**src/rtl/mips_pkg.sv**
```systemverilog
// Shared types and constants for the MIPS I CPU and its bus arbiter.
package mips_pkg;

  typedef enum logic [1:0] {
    IDLE  = 2'd0,
    BUS   = 2'd1,
    RDATA = 2'd2,
    DONE  = 2'd3
  } bus_state_t;

  typedef enum logic [1:0] {
    SIZE_BYTE = 2'd0,
    SIZE_HALF = 2'd1,
    SIZE_WORD = 2'd2
  } access_size_t;

  localparam logic [31:0] RESET_VECTOR = 32'hBFC00000;

  // Size code 3 is reserved and always treated as misaligned.
  function automatic logic misaligned(input logic [1:0] size, input logic [1:0] a);
    case (size)
      2'd0:    misaligned = 1'b0;
      2'd1:    misaligned = a[0];
      2'd2:    misaligned = (a != 2'b00);
      default: misaligned = 1'b1;
    endcase
  endfunction

endpackage

```
**src/rtl/mips_bus_lane.sv**
```systemverilog
// Little-endian byte-lane steering: store lanes/enables and load extraction/extension.
module mips_bus_lane
  import mips_pkg::*;
(
  input  access_size_t size,
  input  logic         sgn,
  input  logic [1:0]   addr_lo,
  input  logic [31:0]  wdata,
  input  logic [31:0]  readdata,
  output logic [3:0]   byteenable,
  output logic [31:0]  writedata,
  output logic [31:0]  rdata
);

  logic [31:0] shifted;
  logic [7:0]  lane8;
  logic [15:0] lane16;

  always_comb begin
    shifted    = readdata >> {addr_lo, 3'b000};
    lane8      = shifted[7:0];
    lane16     = addr_lo[1] ? readdata[31:16] : readdata[15:0];
    byteenable = 4'b1111;
    writedata  = wdata;
    rdata      = readdata;
    case (size)
      SIZE_BYTE: begin
        byteenable = 4'b0001 << addr_lo;
        writedata  = {4{wdata[7:0]}};
        rdata      = {{24{sgn & lane8[7]}}, lane8};
      end
      SIZE_HALF: begin
        byteenable = addr_lo[1] ? 4'b1100 : 4'b0011;
        writedata  = {2{wdata[15:0]}};
        rdata      = {{16{sgn & lane16[15]}}, lane16};
      end
      default: ;
    endcase
  end

endmodule

```
**src/rtl/mips_bus_arbiter.sv**
```systemverilog
// Arbitrates fetch and load/store requests onto one Avalon-MM master port.
module mips_bus_arbiter
  import mips_pkg::*;
#(
  parameter bit DATA_FIRST = 1'b1,
  parameter int PERF_W     = 16
) (
  input  logic              clk,
  input  logic              reset,
  input  logic              if_req,
  input  logic [31:0]       if_addr,
  output logic              if_ack,
  output logic [31:0]       if_rdata,
  input  logic              d_req,
  input  logic              d_we,
  input  logic [1:0]        d_size,
  input  logic              d_signed,
  input  logic [31:0]       d_addr,
  input  logic [31:0]       d_wdata,
  output logic              d_ack,
  output logic [31:0]       d_rdata,
  output logic              d_err,
  output logic [PERF_W-1:0] stall_cnt,
  output logic [31:0]       address,
  output logic              read,
  output logic              write,
  input  logic              waitrequest,
  output logic [31:0]       writedata,
  output logic [3:0]        byteenable,
  input  logic [31:0]       readdata
);

  bus_state_t   state_q, state_d;
  access_size_t txn_size, lane_size;
  logic         txn_is_data, txn_signed;
  logic [1:0]   txn_addr_lo, lane_addr;
  logic         start, pick_data, sel_mis;
  logic [31:0]  sel_addr, lane_wdata, lane_rdata;
  logic [3:0]   lane_be;

  assign start     = if_req | d_req;
  assign pick_data = d_req & (DATA_FIRST | ~if_req);
  assign sel_addr  = pick_data ? d_addr : if_addr;
  assign sel_mis   = pick_data & misaligned(d_size, d_addr[1:0]);

  // The lane unit sees the live request while idle and the latched transaction afterwards.
  assign lane_size = (state_q != IDLE) ? txn_size :
                     (pick_data ? access_size_t'(d_size) : SIZE_WORD);
  assign lane_addr = (state_q != IDLE) ? txn_addr_lo :
                     (pick_data ? sel_addr[1:0] : 2'b00);

  mips_bus_lane u_lane (
    .size       (lane_size),
    .sgn        (txn_signed),
    .addr_lo    (lane_addr),
    .wdata      (d_wdata),
    .readdata   (readdata),
    .byteenable (lane_be),
    .writedata  (lane_wdata),
    .rdata      (lane_rdata)
  );

  always_ff @(posedge clk) begin
    if (reset) state_q <= IDLE;
    else       state_q <= state_d;
  end

  always_comb begin
    state_d = state_q;
    case (state_q)
      IDLE:    if (start) state_d = sel_mis ? DONE : BUS;
      BUS:     if (!waitrequest) state_d = write ? DONE : RDATA;
      RDATA:   state_d = DONE;
      default: state_d = IDLE;
    endcase
  end

  always_ff @(posedge clk) begin
    if (reset) begin
      read        <= 1'b0;
      write       <= 1'b0;
      if_ack      <= 1'b0;
      d_ack       <= 1'b0;
      d_err       <= 1'b0;
      address     <= '0;
      writedata   <= '0;
      byteenable  <= '0;
      if_rdata    <= '0;
      d_rdata     <= '0;
      stall_cnt   <= '0;
      txn_is_data <= 1'b0;
      txn_size    <= SIZE_WORD;
      txn_signed  <= 1'b0;
      txn_addr_lo <= 2'b00;
    end else begin
      if_ack <= 1'b0;
      d_ack  <= 1'b0;
      d_err  <= 1'b0;
      if ((read | write) & waitrequest & (stall_cnt != {PERF_W{1'b1}}))
        stall_cnt <= stall_cnt + 1'b1;
      case (state_q)
        IDLE: if (start) begin
          txn_is_data <= pick_data;
          txn_size    <= lane_size;
          txn_signed  <= d_signed;
          txn_addr_lo <= lane_addr;
          if (sel_mis) begin
            d_ack <= 1'b1;
            d_err <= 1'b1;
          end else begin
            address    <= {sel_addr[31:2], 2'b00};
            byteenable <= lane_be;
            writedata  <= lane_wdata;
            read       <= ~(pick_data & d_we);
            write      <= pick_data & d_we;
          end
        end
        BUS: if (!waitrequest) begin
          read  <= 1'b0;
          write <= 1'b0;
          if (write) d_ack <= 1'b1;
        end
        // Readdata arrives with fixed latency one after acceptance.
        RDATA: begin
          if (txn_is_data) begin
            d_rdata <= lane_rdata;
            d_ack   <= 1'b1;
          end else begin
            if_rdata <= lane_rdata;
            if_ack   <= 1'b1;
          end
        end
        default: ;
      endcase
    end
  end

endmodule

```
**config.mk**
```make
export PLATFORM = sky130hd
export DESIGN_NAME = mips_bus_arbiter
export DESIGN_NICKNAME = d
export VERILOG_FILES = /design/src/rtl/mips_pkg.sv /design/src/rtl/mips_bus_lane.sv /design/src/rtl/mips_bus_arbiter.sv
export SDC_FILE = /design/constraint.sdc
export NUM_CORES = 1
export LEC_CHECK = 0
export ABC_AREA = 1
export CAP_MARGIN = 10
export CORE_AREA = 2 2 148 121
export DETAILED_ROUTE_END_ITERATION = 7
export DIE_AREA = 0 0 150 123
export GPL_TIMING_DRIVEN = 0
export PLACE_DENSITY = 0.81
export SETUP_SLACK_MARGIN = 0.2
export SYNTH_ARGS = -nofsm -noshare
export SYNTH_HDL_FRONTEND = slang
export SYNTH_HIERARCHICAL = 1
export SYNTH_SLANG_ARGS = --single-unit
```
**constraint.sdc**
```tcl
create_clock -name clk -period 3.3 [get_ports clk]
set_input_delay 0.33 -clock clk [delete_from_list [all_inputs] [get_ports clk]]
set_output_delay 0.33 -clock clk [all_outputs]
set_load 0.05 [all_outputs]
```
==> results.txt <==
After the last flow step, the layout net total stands at 1581. Fmax: 403 MHz. For the total design power, the log shows 9.44 mW.

The final estimated routing congestion in global placement is 0.944, and the peak ir drop on the vdd network is 0.482 mV. The run gives 1 as the initial antenna violation count. The number of cells on the worst reg-to-reg path works out to 14.

The detailed-route via count is 8453, and the number of hold violations in the final report is 0. The largest single stage delay on the critical path is 380 ps. The synthesized design contains 159 register bits. Dividing total power by cell area gives a power density of 833 nW/um^2.

The floorplan has 43 rows. The detailed-route wire length per cell came out at 15.9 microns. The combinational power share was 48.2%. The tools report the startpoint of the lowest-slack register-to-register path as state_q[0].

The vertical die dimension came out at 123 microns. The data arrival time of the worst path is 2790 ps, and the maximum fanout encountered on the critical timing path is 8. The synthesized netlist cell count came out at 1135. Most common library cell in the layout ignoring fill and taps: sky130_fd_sc_hd__nand2_1.

The net switching power of the design was 4.17 mW. The hold slack was 303 ps; the maximum level of the CTS H-tree was 4. The synthesized netlist contains 34 unique library cells.

The floorplan step defined a core boundary enclosing 17000 sq um. OpenSTA, run right after detailed placement, puts the worst setup slack at 872 ps. The number of nets still failing antenna checks after routing was 0; the actual slew at the worst max-slew pin was 699 ps. Once placement completed, the tool counted placed cells totaling 1645.

For the relative slew slack, the log shows 53.4%. Clock-pin slew was measured on the worst setup and hold paths at 70 ps. Leaving out fill and tap cells, the most frequent cells in the layout are 303 x sky130_fd_sc_hd__nand2_1, 294 x sky130_fd_sc_hd__nor2_1, 284 x sky130_fd_sc_hd__clkdlybuf4s50_1. The cell area that synthesis handed to floorplanning was 7530 sq um.

Total of endpoints with negative setup slack in the final report: 0. The power share of the sequential group was 28.7%; the post-synthesis share of cell area spent on full adders, half adders and majority gates was 0.830%. The count of cells along the worst hold path was 3; the via count of the first global-routing pass was 7956. After synthesis, the largest family of logic cells by area is simple AND/OR/NAND/NOR gates. Traced cell by cell, the critical path runs through inv_1, ha_1, nand2_1, inv_1, nand2_1, nand2_1, nor2_4, inv_1, nand2_2, inv_2, nand2_1, nand3_1, o21ai_0, nor2_1. The tools report the data required time of the critical path as 3610 ps. The deepest clock path buffer count is 2, and the max-cap violation count is 0. The time the final worst path needs with I/O delays and setup is 2480 ps, and the latest clock arrival within the worst-skew pair is 420 ps.

Entering global routing, the biggest net connects 17 pins. In the final timing run, aggregate negative setup slack is 0 ps. The fraction of the mapped netlist area in compound gates is 11.2%, and the number of detailed-routing iterations run before antenna repair is 6. For the total congestion overflow after global routing, the log shows 0. In the final layout, the share of cells above drive strength 1 is 6.20%. In this run the worst hold path is classified as in -> reg. The hold-critical path endpoint was txn_is_data. TritonCTS built the clock tree.

Worst min-delay path startpoint: d_req. The number of pins with negative max-slew slack in the final report was 0; the mux contribution to synthesized area was 0%. For this run, design rule violations remaining after detail routing come to 0.

The cell type of the slowest stage on the worst timing path is sky130_fd_sc_hd__dfxtp_1. The number of buffers inserted for hold repair after clock tree synthesis is 0, and the CTS sink count is 159. The worst setup path is captured at a register.

The count of port buffers added during placement was 284; the net switching share of the total power was 44.1%. The first global-routing pass estimated 40900 microns of wire. For this configuration, the core starts out at a cell density of 44.3%. Across all register-to-register paths, the minimum setup slack is 820 ps.

The capture point of the worst reg-to-reg path is d_rdata[7]. The type of the worst setup path was reg -> reg. Buffer cell driving the clock tree root: sky130_fd_sc_hd__clkbuf_16. The routed design has 26700 microns of wire. Yosys printed 6 warnings.

Clock tree synthesis inserted a total of 17 buffers. Setup repair after global routing left no endpoint under its margin. The most prevalent standard cell on the critical path is sky130_fd_sc_hd__nand2_1.

The share of synthesized area occupied by flip-flops and latches is 42.3%, and the post-synthesis share of cell area spent on and, or, nand and nor gates is 36.8%. For the leakage dissipation, the log shows 4.87 nW. After legalization and detailed placement, the total HPWL measured 20600 microns.

The XOR/XNOR share of the synthesized area came out at 0.698%. Between clock sinks in the finished design, the worst skew comes to 10.1 ps. The floorplan step defined a die boundary enclosing 18500 sq um.

The number of buffers inserted to repair setup after CTS is 0, and the signed area change from the synthesized netlist to the final layout is 50.3%. Per report_power, the clock group accounts for 23.2% of the total. The final clock period utilization by the worst path was 75.1%; the cell-internal power was 5.27 mW. The post-route non-filler standard cell count was 1679. The kind of launch point of the worst setup path is a register.

In the routed layout, each cell is associated on average with a via count of 5.03. The detailed router finished its first iteration with 627 violations. 290 I/O pins were placed. The worst path setup slack after routing is 821 ps. For the overall routing resource usage, the log shows 28.7%. The per-instance average area after synthesis works out to 6.64 sq um. The width of the die is 150 microns.

The flow ran to the end, and the final reports show no timing, DRC or antenna violations. For the quantity of gates resized following cts, the log shows 0.
==> power by group through the flow <==
stage,Combinational [mW],Clock (mW),Sequential [mW]
6_report,4.54,2.19,2.70
5_1_grt,4.84,2.29,2.75
4_1_cts,4.53,2.21,2.70
3_5_place_dp,4.51,0,2.73
3_3_place_gp,4.48,0,2.72
2_1_floorplan,1.40,0,4.29
==> how the worst max path moves through the flow <==
stage	slack (ps)	cells after the start	endpoint	startpoint
after floorplan	1350	17	d_rdata[10]	state_q[0]
after global placement	910	14	d_rdata[1]	state_q[0]
after detailed placement	870	14	d_rdata[7]	state_q[0]
after CTS	840	14	d_rdata[7]	state_q[0]
after global routing	550	14	d_rdata[2]	state_q[0]
final	820	14	d_rdata[7]	state_q[0]
==> worst max-delay path, delay by kind of cell, from the launching register on <==
family                   cells  cell delay [ps]
adder cells (fa/ha/maj)      1              280
buffers and inverters        4              450
AO/OA/AOI/OAI                1              280
flip-flops                   1              380
AND/OR/NAND/NOR              8              990
==> per-layer routing <==
| layer | global-route usage, % | routed length [microns] | up-vias |
|---|---|---|---|
| met2 | 46.7 | 11800 | 375 |
| met4 | 9.32 | 704 | 0 |
| li1 | - | - | 4207 |
| met3 | 8.49 | 2670 | 53 |
| met1 | 36.8 | 11500 | 3818 |
| met5 | 0 | 0 | - |
==> final cells by class <==
type / instances / area [sq um]
Sequential cell: 159 / 3180
Inverter: 35 / 149
Buffer: 75 / 465
Timing Repair Buffer: 284 / 2840
Tap cell: 225 / 282
Antenna cell: 2 / 5.00
Multi-Input combinational cell: 867 / 3740
Clock buffer: 20 / 447
Clock inverter: 12 / 208
Fill cell: 1533 / 5680
==> cell families (layout without fill, tap and decap cells) <==
family                     after synthesis  after routing
and+or+nand+nor                        687            687
AOI/OAI and AO/OA                      167            167
DFF                                    159            159
buffers and inverters                  110            426
xor gates and xnor gates                 6              6
adders and majority gates                5              5
other                                    1              4
==> synthesized netlist by cell type (all sizes together) <==
master | instances | area, sq um
ha | 5 | 62.6
conb | 1 | 3.75
o22ai | 1 | 6.26
o211ai | 1 | 7.51
nor2 | 297 | 1130
a31oi | 1 | 6.26
inv | 35 | 149
nand3 | 70 | 373
nor3b | 1 | 7.51
buf | 39 | 330
xor2 | 3 | 26.3
nand4 | 6 | 37.5
xnor2 | 3 | 26.3
nand2 | 313 | 1220
clkbuf | 36 | 135
a21oi | 22 | 110
a211oi | 1 | 7.51
o21ai | 141 | 709
dfxtp | 159 | 3180
==> through the flow <==
step                instance area, sq um  util [%]
floorplan                           7540         -
global placement                   10700      62.7
detailed placement                 10700      62.7
CTS                                11300      66.6
global route                       11300      66.6
finish                             11300      66.6
==> state kept, by name, indices dropped and copies added (netlist names) <==
name / count
d_ack: 1
if_ack: 1
state_q: 2
d_err: 1
read: 1
d_rdata: 32
txn_addr_lo: 2
write: 1
stall_cnt: 16
txn_signed: 1
txn_size: 2
if_rdata: 32
txn_is_data: 1
writedata: 32
address: 30
byteenable: 4
Power figures use the tool's default switching activity.
